**src/rtl/counter_pkg.sv**
```systemverilog
// Shared definitions for the counter family: FSM state encoding and default width.
`default_nettype none

package counter_pkg;

  localparam int STATE_W       = 2;
  localparam int DEFAULT_WIDTH = 4;

  typedef enum logic [STATE_W-1:0] {
    ST_IDLE = 2'd0,
    ST_RUN  = 2'd1,
    ST_DONE = 2'd2
  } state_e;

endpackage

`default_nettype wire

```
**src/rtl/tick_prescaler.sv**
```systemverilog
// Divides enabled cycles by DIV, producing a one-cycle tick on every DIV-th one.
`default_nettype none

module tick_prescaler #(
  parameter int DIV = 1
) (
  input  logic clock,
  input  logic reset,
  input  logic clear,
  input  logic enable,
  output logic tick
);

  generate
    if (DIV == 1) begin : g_div1
      logic unused_inputs;
      assign unused_inputs = ^{clock, reset, clear};
      assign tick          = enable;
    end else begin : g_divn
      localparam int PW = $clog2(DIV);

      logic [PW-1:0] cnt_q;

      assign tick = enable && (cnt_q == PW'(DIV - 1));

      always_ff @(posedge clock or negedge reset) begin
        if (!reset) begin
          cnt_q <= '0;
        end else if (clear) begin
          cnt_q <= '0;
        end else if (enable) begin
          cnt_q <= tick ? '0 : cnt_q + PW'(1);
        end
      end
    end
  endgenerate

endmodule

`default_nettype wire

```
**src/rtl/down_counter.sv**
```systemverilog
// Loadable down counter with prescaled decrement, terminal-count strobe and auto-reload.
`default_nettype none

module down_counter
  import counter_pkg::*;
#(
  parameter int WIDTH = DEFAULT_WIDTH,
  parameter int DIV   = 1
) (
  input  logic             clock,
  input  logic             reset,
  input  logic             load,
  input  logic [WIDTH-1:0] load_value,
  input  logic             enable,
  input  logic             auto_reload,
  output logic [WIDTH-1:0] count,
  output logic             tc_pulse,
  output logic             running,
  output logic             done
);

  state_e           state_q;
  logic [WIDTH-1:0] count_q;
  logic [WIDTH-1:0] reload_q;
  logic             tc_q;
  logic             running_q;
  logic             done_q;

  logic             presc_en;
  logic             tick;

  // Prescaler only advances while counting; a load restarts its phase.
  assign presc_en = enable && (state_q == ST_RUN) && !load;

  tick_prescaler #(
    .DIV(DIV)
  ) u_prescaler (
    .clock  (clock),
    .reset  (reset),
    .clear  (load),
    .enable (presc_en),
    .tick   (tick)
  );

  always_ff @(posedge clock or negedge reset) begin
    if (!reset) begin
      state_q   <= ST_IDLE;
      count_q   <= '0;
      reload_q  <= '0;
      tc_q      <= 1'b0;
      running_q <= 1'b0;
      done_q    <= 1'b0;
    end else begin
      tc_q <= 1'b0;
      if (load) begin
        count_q <= load_value;
        done_q  <= 1'b0;
        if (load_value != '0) begin
          reload_q  <= load_value;
          state_q   <= ST_RUN;
          running_q <= 1'b1;
        end else begin
          state_q   <= ST_IDLE;
          running_q <= 1'b0;
        end
      end else if ((state_q == ST_RUN) && tick) begin
        if (count_q > WIDTH'(1)) begin
          count_q <= count_q - WIDTH'(1);
        end else if (count_q == WIDTH'(1)) begin
          tc_q <= 1'b1;
          if (auto_reload) begin
            count_q <= reload_q;
          end else begin
            count_q   <= '0;
            state_q   <= ST_DONE;
            running_q <= 1'b0;
            done_q    <= 1'b1;
          end
        end
      end
    end
  end

  assign count    = count_q;
  assign tc_pulse = tc_q;
  assign running  = running_q;
  assign done     = done_q;

endmodule

`default_nettype wire

```
**config.mk**
```make
export PLATFORM = sky130hd
export DESIGN_NAME = down_counter
export DESIGN_NICKNAME = d
export VERILOG_FILES = /design/src/rtl/counter_pkg.sv /design/src/rtl/tick_prescaler.sv /design/src/rtl/down_counter.sv
export SDC_FILE = /design/constraint.sdc
export NUM_CORES = 1
export LEC_CHECK = 0
export CAP_MARGIN = 30
export CORE_AREA = 4 4 41 43
export CTS_BUF_LIST = sky130_fd_sc_hd__clkbuf_4
export DETAILED_ROUTE_END_ITERATION = 16
export DIE_AREA = 0 0 45 47
export HOLD_SLACK_MARGIN = 0.1
export PLACE_DENSITY = 0.85
export RECOVER_POWER = 100
export SYNTH_ARGS = -nofsm -noshare
export SYNTH_HDL_FRONTEND = slang
export SYNTH_SLANG_ARGS = --single-unit
```
**constraint.sdc**
```tcl
create_clock -name clock -period 2.1 [get_ports clock]
set_clock_uncertainty 0.05 [all_clocks]
set_input_delay 0.63 -clock clock [delete_from_list [all_inputs] [get_ports clock]]
set_output_delay 0.63 -clock clock [all_outputs]
set_load 0.02 [all_outputs]
```
After elaboration in Yosys (flattened, before gate mapping) --
Index checks and enable logic that the tools add are counted.
Word-level totals: register bits 13
Operators by class: $lt $le $gt $ge 1, add/subtract/negate cells 1, equal/unequal tests 4, reduce and logical (&&, ||, !) cells 11, multiplexer cells 26
Operators with widths (number):
- two-way mux 4 bit | 5
- two-way mux 1 bit | 16
- two-way mux 2 bit | 5
- equality test 4 x 1 -> 1 bit (second input constant) | 1
- > comparator 4 x 1 -> 1 bit (second input constant) | 1
- inequality test 2 bit (second input constant) | 2
- AND reduction 2 bit | 2
- AND reduction 4 bit | 1
- nonzero test 2 bit | 2
- nonzero test 4 bit | 1
- subtractor 4 x 1 -> 4 bit (second input constant) | 1
- logical AND 1 bit | 3
- nonzero test 3 bit | 1
- equality test 2 x 1 -> 1 bit (second input constant) | 1
- zero test 1 bit | 1

Logic depth before layout (Yosys ltp) --
Gate-level depths: netlist of the first run.
word-level depth 6, mapped depth 6, depth with buffers taken out 6

Hierarchy --
A second synthesis of the first run with hierarchy kept.
Second synthesis, totals: cells, all modules 69, area, all modules 650.6 µm²
By module, submodules not included:
- down_counter | times used 1, cells an instance 68, area an instance 643.1 µm², sequential area each 275.3 µm²
- tick_prescaler | times used 1, cells an instance 1, area an instance 7.5 µm², sequential area each 0.0 µm²

Least setup slack after synthesis of the first run --
OpenSTA, ideal clock, no wires.
path kind register to register, start register count_q[0] (netlist: count[0]), end register count_q[1] (netlist: count[1]), library setup time 0.121 ns, slack 0.213 ns, stages on the path, launching flop included 7, path buffers 0, arrival time 1.716 ns, required time 1.929 ns, path through dfrtp_1 inv_1 ha_1 or2_1 and2_4 a311o_1 a22o_1
Between the ends: word-level cells in the longest chain between the ends 4
Ends and longest elaborated chain:
- from (decl) | line down_counter.sv:23 | logic [WIDTH-1:0] count_q;
- from (signal assigned) | line down_counter.sv:56 | count_q <= load_value;
- from (signal assigned) | line down_counter.sv:68 | count_q <= count_q - WIDTH'(1);
- from (signal assigned) | line down_counter.sv:72 | count_q <= reload_q;
- subtractor 4 x 1 -> 4 bit / > comparator 4 x 1 -> 1 bit (equally long branches) | line down_counter.sv:68, down_counter.sv:67
- two-way mux 4 bit | line down_counter.sv:67 | if (count_q > WIDTH'(1)) begin
- two-way mux 4 bit | line down_counter.sv:66 | end else if ((state_q == ST_RUN) && tick) begin
- two-way mux 4 bit | line down_counter.sv:55 | if (load) begin
Parallel ways exist; a longest one is shown, timed or not. The select of a mux whose other input is x is not followed. A chain may end at the register's enable or synchronous reset.

Final worst setup path of the first run --
start register count_q[3] (netlist: count[3]), end output port count[3]
RTL lines:
- to (decl) | line down_counter.sv:16 | output logic [WIDTH-1:0] count,
No word-level cell between the ends.

==> results of run 1 <==
==> per-layer routing <==
layer	global-route usage	part of all wire	up-vias
li1	-	-	269
met1	0.221	0.40	285
met2	0.282	0.53	25
met3	0.0383	0.063	2
met4	0.0643	0.0026	0
met5	0	0	-
==> flip-flops by register name, summed over array words and instances (netlist names) <==
register and cells:
running 1, tc_pulse 1, count 4, state_q 1, reload_q 4
==> repair_timing <==
item / 4_1_cts / 5_1_grt
pin swaps: 0 / 0
resized for setup: 1 / 1
gates cloned: 0 / 0
endpoints found under the setup margin: 1 / 1
==> stage by stage <==
stage / std cells / area [µm²]
after floorplan: 61 / 599
after global placement: 93 / 787
after detailed placement: 93 / 787
after CTS: 97 / 816
after global routing: 97 / 792
final: 97 / 792
==> Yosys cell counts (2+ instances only) <==
| library cell | n |
|---|---|
| or2_1 | 2 |
| ha_1 | 2 |
| a22o_1 | 2 |
| nand2_1 | 11 |
| a31oi_1 | 3 |
| dfrtp_1 | 11 |
| nor2_1 | 2 |
| o31ai_1 | 2 |
| a21oi_1 | 3 |
| o21ai_0 | 2 |
| inv_1 | 4 |
==> power breakdown <==
group	internal, mW	leakage (nW)	switching (mW)
combinational	0.0663	0.213	0.0797
clock	0.0863	0.0184	0.0697
sequential	0.230	0.135	0.0213
==> layout make-up <==
type / instances / area, µm² / share of cell area
clock buffers: 4 / 30.0 / 0.0379
inverters: 4 / 15.0 / 0.0190
multi-input cells: 45 / 292 / 0.368
flip-flops and latches: 11 / 275 / 0.348
well taps: 15 / 18.8 / 0.0237
repair buffers: 18 / 161 / 0.204
==> cell families (layout without fill, tap and decap cells) <==
kind of cell               after synthesis  count (layout)  share of synthesized area
and+or+nand+nor                         22              22                      0.196
AOI/OAI and AO/OA                       21              21                      0.271
DFF                                     11              11                      0.459
buffers and inverters                    5              26                     0.0313
adders and majority gates                2               2                     0.0417
==> worst max path at each step <==
stage / cells past startpoint / endpoint
after floorplan: 6 / count[1]
after global placement: 5 / count[1]
after detailed placement: 5 / count[1]
after CTS: 1 / count[3]
after global routing: 1 / count[3]
final: 1 / count[3]
==> qor.json, run 1 <==
{
  "setup_path": {
    "worst-endpoint-required_ps": 1420,
    "crit_type": "reg -> out",
    "timing.reg2reg.worst_path_depth": 6,
    "reg2reg_setup_slack_ps": 200,
    "cp.arrival_ps": 1380,
    "worstReg2RegEnd": "count[1]",
    "timing.critical_path.buf_inv": 1,
    "launch_instance_of_the_worst_register_to_register_path": "count[0]",
    "critical_path.max_fanout": 7,
    "critical-path-max-stage-delay_ps": 650,
    "cpLargestDelayFamily": "buffers and inverters",
    "worst_setup_path_start": "count[3]",
    "critical_path_cell_sequence": "clkdlybuf4s50_1",
    "critical-path-slowest-cell": "clkdlybuf4s50_1",
    "setup.worst_path.start_class": "register",
    "endpoint_kind_of_the_worst_setup_timing_path": "primary output"
  },
  "synth": {
    "yosys.cell_types.count": 28,
    "async_set_or_reset_flop_fraction_in_the_synthesized_netlist": 1.00,
    "synthesis.nets": 72,
    "synth_edf_count": 0,
    "post_synth_instance_area_um2": 599,
    "synth.yosys.seq_area_share": 0.459,
    "synth_area_leaders": "dfrtp_1 46%, nand2_1 6.9%, ha_1 4.2%",
    "netlist.top_cell.by_area": "dfrtp_1",
    "postSynthRegisterBits": 11,
    "netlist.area_leader.share": 0.459,
    "synth_area_per_cell_um2": 9.83,
    "synth_cells": 61,
    "synth_flop_cell": "dfrtp_1",
    "synth-warning-count": 0
  },
  "cells_and_area": {
    "postLayoutCoreUtil": 0.609,
    "num_antenna_cells": 0,
    "area_growth_syn_to_layout_pct": 32.2,
    "layout-drive-gt1-share": 0.110,
    "num-nets-final": 94,
    "layout_common_cells": "11 x nand2_1, 11 x dfrtp_1, 7 x dlygate4sd3_1",
    "num-fill-cells": 134
  },
  "worst_hold_path": {
    "worstHoldEndpoint": "reload_q[3]",
    "min_delay_path_depth": 2,
    "hold_path_class": "reg -> reg",
    "holdCritStartpoint": "reload_q[3]"
  },
  "sta": {
    "hold_viol_final": 0,
    "final_worst_path_period_share": 0.981,
    "setup_violations": 0,
    "slew_viol_final": 0,
    "finalHoldWorstSlack_ps": 449,
    "worst_pin_slew_ps": 523,
    "timing.slew.headroom": 0.650,
    "rsz_0062_raised_after_global_routing": "false",
    "setup_ws_ps": 39.4,
    "clock.fmax_mhz": 485,
    "final_period_minus_worst_setup_slack_ps": 2060,
    "finalSetupTns_ps": 0
  },
  "outcome": {
    "outcome": "completed"
  },
  "cts": {
    "cts-buffers-inserted": 3,
    "post-cts-setup-buffers": 0,
    "max-clock-path-buffers": 2,
    "post_cts_hold_buffer_count": 0,
    "cts.sink_count": 11,
    "clock_insertion_delay_worst_skew_ps": 270,
    "htreeDepth": 1,
    "cts_root_buffer": "clkbuf_4",
    "worst_setup_hold_path_clk_slew_ps": 70,
    "tritoncts": "built"
  },
  "routing": {
    "detailedRoute.firstPassIterationCount": 4,
    "average_wire_per_standard_cell_um": 15.7,
    "vias": 581,
    "drt_wl_total_um": 1530,
    "drt_first_iter_violations": 26,
    "vias_per_cell": 5.99,
    "drc": 0,
    "postRouteAntennaNets": 0
  },
  "grt": {
    "grt_max_degree": 13,
    "initial_antenna_violation_count": 0,
    "grt_util_all_layers": 0.172,
    "grt_pass1_wl_um": 2570,
    "gr_overflow_total": 0,
    "first_global_vias": 549
  },
  "placed_design": {
    "placement.io_buffers": 15,
    "dp.final_hpwl_um": 1210,
    "gpl.final_weighted_congestion": 0.782,
    "pre_cts_slack_ps": -76.5
  },
  "power": {
    "power-per-cell-area_nw_per_um2": 699,
    "static-leakage-power_nw": 0.367,
    "finalPower_mw": 0.554,
    "vdd_drop_max_mv": 0.339
  },
  "floorplan": {
    "die-width_um": 45,
    "design.die.area_um2": 2120,
    "effective_utilization_at_floorplan": 0.461,
    "fp.dieH_um": 47,
    "io_pins": 16,
    "core_area_um2": 1300,
    "row_count": 13
  },
  "run": {
    "max_cap_violations": 0
  }
}
(Power assumes the default switching activity.)
==> inputs of run 2 (changes only) <==
--- a/config.mk
+++ b/config.mk
@@ -6,13 +6,13 @@
 export NUM_CORES = 1
 export LEC_CHECK = 0
 export CAP_MARGIN = 30
-export CORE_AREA = 4 4 41 43
-export CTS_BUF_LIST = sky130_fd_sc_hd__clkbuf_4
+export CORE_MARGIN = 4
+export CORE_UTILIZATION = 45
 export DETAILED_ROUTE_END_ITERATION = 16
-export DIE_AREA = 0 0 45 47
 export HOLD_SLACK_MARGIN = 0.1
 export PLACE_DENSITY = 0.85
 export RECOVER_POWER = 100
+export SLEW_MARGIN = 20
 export SYNTH_ARGS = -nofsm -noshare
 export SYNTH_HDL_FRONTEND = slang
 export SYNTH_SLANG_ARGS = --single-unit
==> qor.json, run 2 (synthesis results as in run 1) <==
{
  "power": {
    "total_switching_power_mw": 0.166,
    "vdd_drop_max_mv": 0.332,
    "static-leakage-power_nw": 0.367,
    "power.share.switching": 0.309,
    "seqPwrFrac": 0.467,
    "power-per-cell-area_nw_per_um2": 679,
    "clock_power_share": 0.261,
    "internal_power_mw": 0.372,
    "share_comb_of_total_power": 0.271
  },
  "floorplan": {
    "core_area_um2": 1190,
    "die-width_um": 44.5,
    "effective_utilization_at_floorplan": 0.505,
    "fp.dieH_um": 44.5,
    "design.die.area_um2": 1980,
    "io_pins": 16,
    "row_count": 12
  },
  "setup_path": {
    "endpoint_kind_of_the_worst_setup_timing_path": "primary output",
    "critical_path.max_fanout": 7,
    "cpLargestDelayFamily": "buffers and inverters",
    "critical-path-max-stage-delay_ps": 650,
    "cp.arrival_ps": 1360,
    "timing.reg2reg.worst_path_depth": 6,
    "crit_type": "reg -> out",
    "worst-path-stages": 1,
    "worst-endpoint-required_ps": 1420,
    "critical_path_cell_sequence": "clkdlybuf4s50_1",
    "setup.worst_path.start_class": "register",
    "timing.critical_path.buf_inv": 1,
    "critical-path-slowest-cell": "clkdlybuf4s50_1"
  },
  "routing": {
    "vias": 559,
    "detailedRoute.firstPassIterationCount": 4,
    "drt_first_iter_violations": 24,
    "vias_per_cell": 5.82,
    "drc": 0,
    "postRouteAntennaNets": 0,
    "drt_wl_total_um": 1370,
    "average_wire_per_standard_cell_um": 14.3
  },
  "worst_hold_path": {
    "hold_path_class": "reg -> reg",
    "min_delay_path_depth": 2
  },
  "placed_design": {
    "dp.final_hpwl_um": 1030,
    "placement.io_buffers": 15,
    "gpl.final_weighted_congestion": 0.807,
    "pre_cts_slack_ps": -55.1
  },
  "cells_and_area": {
    "layout_common_cells": "11 x nand2_1, 11 x dfrtp_1, 8 x dlygate4sd3_1",
    "area_growth_syn_to_layout_pct": 32.4,
    "postLayoutCoreUtil": 0.669,
    "num-fill-cells": 93,
    "ff_latch_area_um2": 275,
    "num-nets-final": 94,
    "num_antenna_cells": 0,
    "multi_input_comb_area_um2": 292,
    "layout-drive-gt1-share": 0.0976
  },
  "run": {
    "max_cap_violations": 0
  },
  "sta": {
    "setup_ws_ps": 57.5,
    "worst_pin_slew_ps": 519,
    "clock.fmax_mhz": 490,
    "timing.slew.headroom": 0.653,
    "hold_viol_final": 0,
    "final_worst_path_period_share": 0.973,
    "final_period_minus_worst_setup_slack_ps": 2040,
    "slew_viol_final": 0,
    "rsz_0062_raised_after_global_routing": "false",
    "setup_violations": 0
  },
  "grt": {
    "grt_pass1_wl_um": 2240,
    "grt_max_degree": 13,
    "first_global_vias": 497,
    "gr_overflow_total": 0,
    "grt_util_all_layers": 0.153,
    "initial_antenna_violation_count": 0
  },
  "cts": {
    "htreeDepth": 1,
    "tritoncts": "built",
    "cts.sink_count": 11,
    "cts_root_buffer": "clkbuf_4",
    "clock_insertion_delay_worst_skew_ps": 260,
    "post-cts-setup-buffers": 0,
    "max-clock-path-buffers": 2,
    "cts-buffers-inserted": 3,
    "worst_setup_hold_path_clk_slew_ps": 70
  },
  "outcome": {
    "outcome": "completed"
  }
}
-- run 2: changes by cell type in the layout (fill, tap and decap cells not counted), sizes merged --
cell / change
dlygate4sd3: +1
clkbuf: -1
-- run 2: final cells by class --
class,count,area share
multi-input cells,45,0.368
flip-flops and latches,11,0.347
repair buffers,18,0.211
clock buffers,4,0.0331
well taps,14,0.0221
inverters,4,0.0189
-- run 2: worst paths after layout --
| check | endpoint | start | slack, ps |
|---|---|---|---|
| worst max-delay path | count[0] | count[0] | 60 |
| min in group asynchronous | count[0] | reset | 730 |
| worst min-delay path | reload_q[3] | reload_q[3] | 440 |
| max in group asynchronous | count[2] | reset | 930 |
| worst max register to register | count[1] | count[0] | 190 |
| worst min register to register | reload_q[3] | reload_q[3] | 440 |
-- run 2: metal layers --
metal	global-route usage	wire, µm
met1	0.208	633
met3	0.0366	92
met5	0	0
met2	0.235	632
met4	0.0542	10
-- run 2: what timing repair did --
action                                  in CTS  in global routing
resized for setup                            1                  0
endpoints found under the setup margin       1                  0
hold buffers                                 0                  0
-- run 2: stage by stage --
step	total power [mW]	hold slack (ps)	std cells	cell area (µm²)	TNS, ps
2_1_floorplan	0.341	284	61	599	0
3_3_place_gp	0.408	411	92	786	-49.9
3_5_place_dp	0.412	413	92	786	-92.7
4_1_cts	0.549	431	96	811	0
5_1_grt	0.570	442	96	793	0
6_report	0.538	440	96	793	0
-- run 2: power groups by stage --
stage                     Combinational [mW]  Clock [mW]  Sequential [mW]
after floorplan                       0.0764           0            0.265
after global placement                 0.153           0            0.255
after detailed placement               0.156           0            0.256
after CTS                              0.155       0.142            0.252
after global routing                   0.160       0.156            0.254
final                                  0.146       0.141            0.252
==> inputs of run 3 (changes only) <==
--- a/config.mk
+++ b/config.mk
@@ -7,10 +7,10 @@
 export LEC_CHECK = 0
 export CAP_MARGIN = 30
 export CORE_MARGIN = 4
-export CORE_UTILIZATION = 45
+export CORE_UTILIZATION = 35
 export DETAILED_ROUTE_END_ITERATION = 16
 export HOLD_SLACK_MARGIN = 0.1
-export PLACE_DENSITY = 0.85
+export PLACE_DENSITY = 0.71
 export RECOVER_POWER = 100
 export SLEW_MARGIN = 20
 export SYNTH_ARGS = -nofsm -noshare
==> qor.json, run 3 (synthesis results as in run 1) <==
{
  "grt": {
    "grt_max_degree": 13,
    "initial_antenna_violation_count": 0,
    "grt_pass1_wl_um": 2470,
    "gr_overflow_total": 0,
    "grt_util_all_layers": 0.128,
    "first_global_vias": 514
  },
  "cells_and_area": {
    "num-nets-final": 94,
    "post_route_cell_area_um2": 792,
    "num_antenna_cells": 0,
    "ff_latch_area_um2": 277,
    "layout_common_cells": "11 x nand2_1, 10 x dfrtp_1, 8 x dlygate4sd3_1",
    "most_common_cell_after_layout_fill_and_taps_aside": "nand2_1",
    "layout-drive-gt1-share": 0.110,
    "multi_input_comb_area_um2": 292,
    "area_growth_syn_to_layout_pct": 32.2,
    "num-fill-cells": 148
  },
  "routing": {
    "vias": 545,
    "detailedRoute.firstPassIterationCount": 4,
    "drc": 0,
    "drt_wl_total_um": 1440,
    "vias_per_cell": 5.56,
    "postRouteAntennaNets": 0,
    "average_wire_per_standard_cell_um": 14.7,
    "drt_first_iter_violations": 13
  },
  "cts": {
    "post_cts_hold_buffer_count": 0,
    "cts_root_buffer": "clkbuf_4",
    "cts-buffers-inserted": 3,
    "max-clock-path-buffers": 2,
    "tritoncts": "built",
    "cts.sink_count": 11,
    "clock_insertion_delay_worst_skew_ps": 260,
    "htreeDepth": 1,
    "worst_setup_hold_path_clk_slew_ps": 70
  },
  "setup_path": {
    "critical-path-slowest-cell": "clkdlybuf4s50_1",
    "cp.arrival_ps": 1360,
    "setup.worst_path.start_class": "register",
    "critical_path_cell_sequence": "clkdlybuf4s50_1",
    "worst-endpoint-required_ps": 1420,
    "crit_type": "reg -> out",
    "critical_path.max_fanout": 7,
    "cpLargestDelayFamily": "buffers and inverters",
    "timing.critical_path.buf_inv": 1,
    "endpoint_kind_of_the_worst_setup_timing_path": "primary output",
    "critical-path-max-stage-delay_ps": 650
  },
  "sta": {
    "hold_viol_final": 0,
    "rsz_0062_raised_after_global_routing": "false",
    "finalHoldWorstSlack_ps": 437,
    "clock.fmax_mhz": 489,
    "setup_violations": 0,
    "finalSetupTns_ps": 0,
    "slew_viol_final": 0,
    "worst_pin_slew_ps": 522,
    "final_worst_path_period_share": 0.974,
    "final_period_minus_worst_setup_slack_ps": 2040,
    "timing.slew.headroom": 0.651
  },
  "floorplan": {
    "row_count": 14,
    "effective_utilization_at_floorplan": 0.384,
    "die-width_um": 49.4,
    "io_pins": 16,
    "core_area_um2": 1560,
    "fp.dieH_um": 49.4,
    "design.die.area_um2": 2440
  },
  "outcome": {
    "outcome": "completed"
  },
  "placed_design": {
    "dp.final_hpwl_um": 1150,
    "place_area_um2": 788,
    "placement.io_buffers": 15,
    "gpl.final_weighted_congestion": 0.762
  },
  "power": {
    "internal_power_mw": 0.371,
    "clock_power_share": 0.267,
    "vdd_drop_max_mv": 0.330,
    "power.share.switching": 0.315,
    "share_comb_of_total_power": 0.267,
    "seqPwrFrac": 0.466,
    "static-leakage-power_nw": 0.361,
    "power-per-cell-area_nw_per_um2": 683,
    "total_switching_power_mw": 0.170
  },
  "run": {
    "max_cap_violations": 0
  },
  "worst_hold_path": {
    "hold_path_class": "reg -> reg"
  }
}
==> run 3: cell types whose count changed in the layout (fill, tap and decap cells not counted) <==
cell | before | now
dfrtp_1 | 11 | 10
clkbuf_1 | 2 | 3
dfrtp_2 | 0 | 1
dlygate4sd2_1 | 1 | 0
==> run 3: path summary, 6_finish.rpt <==
check / start / endpoint / slack, ps / cells past startpoint
worst min-delay path: reload_q[0] / reload_q[0] / 440 / 2
max in group asynchronous: reset / count[2] / 900 / 1
min in group asynchronous: reset / tc_pulse / 730 / 1
worst min register to register: reload_q[0] / reload_q[0] / 440 / 2
worst max register to register: count[0] / count[1] / 210 / 6
worst max-delay path: count[3] / count[3] / 60 / 1
==> run 3: cell type report <==
| cell class | count | area share |
|---|---|---|
| clock buffers | 4 | 0.0332 |
| inverters | 4 | 0.0190 |
| multi-input cells | 45 | 0.368 |
| flip-flops and latches | 11 | 0.349 |
| well taps | 16 | 0.0253 |
| repair buffers | 18 | 0.205 |
==> run 3: power groups by stage <==
stage | logic [mW] | registers, mW | clock network (mW)
3_3_place_gp | 0.153 | 0.255 | 0
4_1_cts | 0.158 | 0.253 | 0.148
2_1_floorplan | 0.0764 | 0.265 | 0
6_report | 0.144 | 0.252 | 0.144
5_1_grt | 0.160 | 0.255 | 0.160
3_5_place_dp | 0.158 | 0.257 | 0
==> run 3: metal layers <==
| metal | vias to the layer above | share of wire | GRT usage | routed length (µm) |
|---|---|---|---|---|
| met5 | - | 0 | 0 | 0 |
| met4 | 0 | 0 | 0.0553 | 0 |
| met3 | 0 | 0.030 | 0.0214 | 44 |
| met2 | 14 | 0.48 | 0.196 | 693 |
| met1 | 265 | 0.49 | 0.175 | 705 |
| li1 | 266 | - | - | - |
==> run 3: through the flow <==
step	instances	utilization	setup WS, ps	power [mW]
2_1_floorplan	61	-	213	0.341
3_3_place_gp	94	0.506	-45.7	0.408
3_5_place_dp	94	0.506	-57.7	0.414
6_report	98	0.508	55.3	0.541
5_1_grt	98	0.508	9.68	0.575
4_1_cts	98	0.523	36.2	0.559
==> run 3: what timing repair did <==
| action | 4_1_cts | 5_1_grt |
|---|---|---|
| setup buffers | 0 | 0 |
| endpoints found under the setup margin | 1 | 1 |
| pin swaps | 0 | 0 |
| gates resized for setup | 1 | 1 |
==> RTL change 1 (config.mk and constraints of run 2) <==
Change the package constant `DEFAULT_WIDTH` from 4 to 5.
--- a/src/rtl/counter_pkg.sv
+++ b/src/rtl/counter_pkg.sv
@@ -6,3 +6,3 @@
   localparam int STATE_W       = 2;
-  localparam int DEFAULT_WIDTH = 4;
+  localparam int DEFAULT_WIDTH = 5;
 
Ports: changed (resized count and load_value); port bits go from 16 to 18. No check against the original RTL was run, so the function may have changed too.
==> RTL change 1 against run 2 <==
- setup slack worse by 0.0095 ns
- synthesized cell count up 6.6%
- sequential power up 21%
- sequential cell count up 2
- power up 23%
- area after synthesis up 20%
- wire length up 26%
- cell area up 21%
- global-route usage up 3.5 points
==> RTL change 1: results (changes against run 2) <==
largest net degree at the start of global routing=14 (+1); Sw Ratio=31.8% (+0.89 points); WL final=1.73 mm (+26%); count of plain and timing-repair buffers=24 (+6); family with the most delay on the worst path=buffers and inverters; vias in the first global route=612 (+23%); R2R Setup Slk=0.33 ns (+0.14 ns); post-CTS setup buffers=0 (unchanged); share of layout cells above drive strength 1=15.2% (+5.5 points); YS warnings=0 (unchanged); dominant cells by area after synthesis=dfrtp_1, a22o_1, mux2_1; Design Area, Final=957 um^2 (+21%); Post-synth top cells=dfrtp_1, a22o_1, nand2_1; Layout clock area frac=2.75% (-0.57 points); dpl hpwl=1.38 mm (+34%); Tot GR Track Use=18.8% (+3.5 points); RePlAce Congestion=0.832 (+3.2%); CP max FO=4 (-3); post-synth cell types=31 (+11%); I/O Buffers=17 (+2); Nets=105 (+12%); Starting DRT DRC Count=18 (-25%); Peak VDD IR=386 uV (+16%); maximum clock path buffer count=2 (unchanged); Resized cells post-CTS=0 (-1); Non-clock buffering overhead=21.6% (+0.43 points); clk sinks=13 (+2); total number of vias=620 (+11%); # fillers=127 (+37%); Min Hold Slack=0.467 ns (+0.0270 ns); Worst-Margin Slew=0.574 ns (+0.0551 ns); P_leak=0.426 nW (+16%); multi-input combinational area share=38.0% (+1.3 points); first-pass GRT wire length=2.92 mm (+31%); run status=finished, final reports clean; die area=2300 um^2 (+16%); sequential area share after synthesis=45.2% (-0.71 points); multi-input gate count=47 (+4.4%); sequential share of cell area=34.0% (-0.71 points); syn nets=77 (+6.9%)
==> RTL change 1: cell count changes after synthesis, sizes merged, moves of 3 or more <==
cell,change
nand2,-6
a22o,+4
a22oi,+3
mux2,+3
nor3,+3
o21ai,+3
==> RTL change 1: power by group through the flow <==
stage / registers, mW / logic (mW) / clock network (mW)
2_1_floorplan: 0.326 / 0.104 / 0
3_3_place_gp: 0.307 / 0.215 / 0
3_5_place_dp: 0.309 / 0.221 / 0
4_1_cts: 0.305 / 0.222 / 0.155
5_1_grt: 0.309 / 0.227 / 0.170
6_report: 0.305 / 0.208 / 0.151
==> RTL change 1: cells by family (layout without fill, tap and decap cells) <==
| logic type | Yosys count | after routing | synth area share (%) |
|---|---|---|---|
| xor+xnor | 3 | 3 | 3.65 |
| buf+inv | 5 | 32 | 2.61 |
| mux | 3 | 3 | 4.70 |
| compound gates | 23 | 23 | 25.7 |
| simple gates | 16 | 16 | 14.6 |
| fa+ha+maj | 2 | 2 | 3.48 |
| flops | 13 | 13 | 45.2 |
==> RTL change 1: worst paths after layout <==
path	from	endpoint	cells past startpoint
min reg2reg	reload_q[1]	reload_q[1]	1
max	count[4]	count[4]	1
min	reload_q[1]	reload_q[1]	1
max reg2reg	count[1]	count[0]	5
max in group asynchronous	reset	running	1
min in group asynchronous	reset	reload_q[0]	1
==> RTL change 1: stage by stage <==
step | cells | power, mW | setup slack (ns)
floorplan | 65 | 0.431 | 0.485
global placement | 104 | 0.522 | 0.0169
detailed placement | 104 | 0.531 | -0.0174
CTS | 108 | 0.682 | 0.00950
global route | 108 | 0.705 | 0.00416
finish | 108 | 0.663 | 0.0479
==> RTL change 1: metal layers <==
layer	track usage, %	part of all wire (%)	vias up
li1	-	-	301
met1	24.3	43	295
met2	30.6	50	20
met3	1.50	3.8	4
met4	10.8	2.3	0
met5	0	0	-
==> RTL change 2 (settings of run 2) <==
Without the edit above. Put one more register stage on the output `count`, with the module's reset. The value now appears one clock later. The other outputs are not delayed to match.
--- a/src/rtl/down_counter.sv
+++ b/src/rtl/down_counter.sv
@@ -83,3 +83,9 @@
 
-  assign count    = count_q;
+  always_ff @(posedge clock or negedge reset) begin
+    if (!reset) begin
+      count <= '0;
+    end else begin
+      count <= count_q;
+    end
+  end
   assign tc_pulse = tc_q;
Formal check against the unedited RTL: not equivalent (Yosys sat finds a counterexample within 4 cycles, from zero or initial values and one cycle with reset low).
==> RTL change 2 against run 2 <==
- cell area up 14%
- clock power up 17%
- cell count down 1.0%
- setup slack better by 0.064 ns
- wire length up 5.3%
- die area up 13%
- area after synthesis up 15%
- sequential cell count up 4
- sequential share of layout area up 6.9 points
- power up 24%
- critical path type unchanged
- largest power group unchanged
==> RTL change 2: results (changes against run 2) <==
run status=finished, final reports clean; Post-Synth Adder-Cell Area=3.62% (-0.56 points); Routed WL per cell=15.2 um (+6.4%); post-synthesis mux area share=4.34% (+4.3 points); Nets=92 (-2.1%); critical path data arrival time=1.30 ns (-0.06 ns); dominant cells by area after synthesis=dfrtp_1, a221o_1, mux2i_1; CP max FO=1 (-6); Post-synth top cells=dfrtp_1, nand2_1, nor3_1; met3 Track Usage GR=4.60% (+0.94 points); Min Hold Slack=0.361 ns (-0.0789 ns); P_leak=0.420 nW (+15%); Worst-Margin Slew=0.778 ns (+0.259 ns); first-pass GRT wire length=2.49 mm (+11%); dpl cells=91 (-1.1%); total number of vias=545 (-2.5%); # fillers=112 (+20%); reg2reg start=count_q[0]; met1 Use GR=19.8% (-0.94 points); RR Endpoint=count_q[0]; Starting DRT DRC Count=7 (-71%); Worst-path clk slew=0.09 ns (+0.02 ns); Peak VDD IR=492 uV (+48%); vias in the first global route=571 (+15%); Tot GR Track Use=16.9% (+1.6 points)
RTL change 2: cell count changes after synthesis, sizes merged, moves of 3 or more:
cell and change:
a21oi -3, dfrtp +4, nand2 -5, mux2i +3
a221o +3, a31oi -3, nor3 +4
RTL change 2: routing by layer:
metal | wire length [um] | share of wire [%]
met1 | 638 | 44
met2 | 706 | 49
met3 | 61 | 4.2
met4 | 35 | 2.4
met5 | 0 | 0
RTL change 2: how the worst max path moves through the flow:
stage / from / slack [ns] / cells after the start / endpoint
6_report: count[2] / 0.12 / 1 / count[2]
5_1_grt: count[2] / 0.06 / 1 / count[2]
4_1_cts: state_q[1] / 0.14 / 1 / done
3_5_place_dp: load / -0.02 / 5 / count_q[0]
3_3_place_gp: load / 0.05 / 5 / count_q[0]
2_1_floorplan: load / 0.49 / 4 / count_q[0]
RTL change 2: cell type report:
cell class,instances,share of cell area (%)
Clock buffer,3,2.49
Tap cell,15,2.08
Sequential cell,15,41.6
Clock inverter,1,0.554
Timing Repair Buffer,19,18.8
Inverter,2,0.831
Multi-Input combinational cell,40,33.7
RTL change 2: through the flow:
step                      utilization (%)  total power, mW
after floorplan                         -            0.442
after CTS                            66.8            0.685
after global routing                 66.1            0.713
after global placement               64.8            0.510
final                                66.1            0.669
after detailed placement             64.8            0.518
RTL change 2: power by group:
| group | leakage (nW) | internal [mW] | switching (mW) |
|---|---|---|---|
| clock network | 0.0177 | 0.0709 | 0.0944 |
| registers | 0.183 | 0.319 | 0.0238 |
| logic | 0.219 | 0.0782 | 0.0831 |
| total | 0.420 | 0.468 | 0.201 |
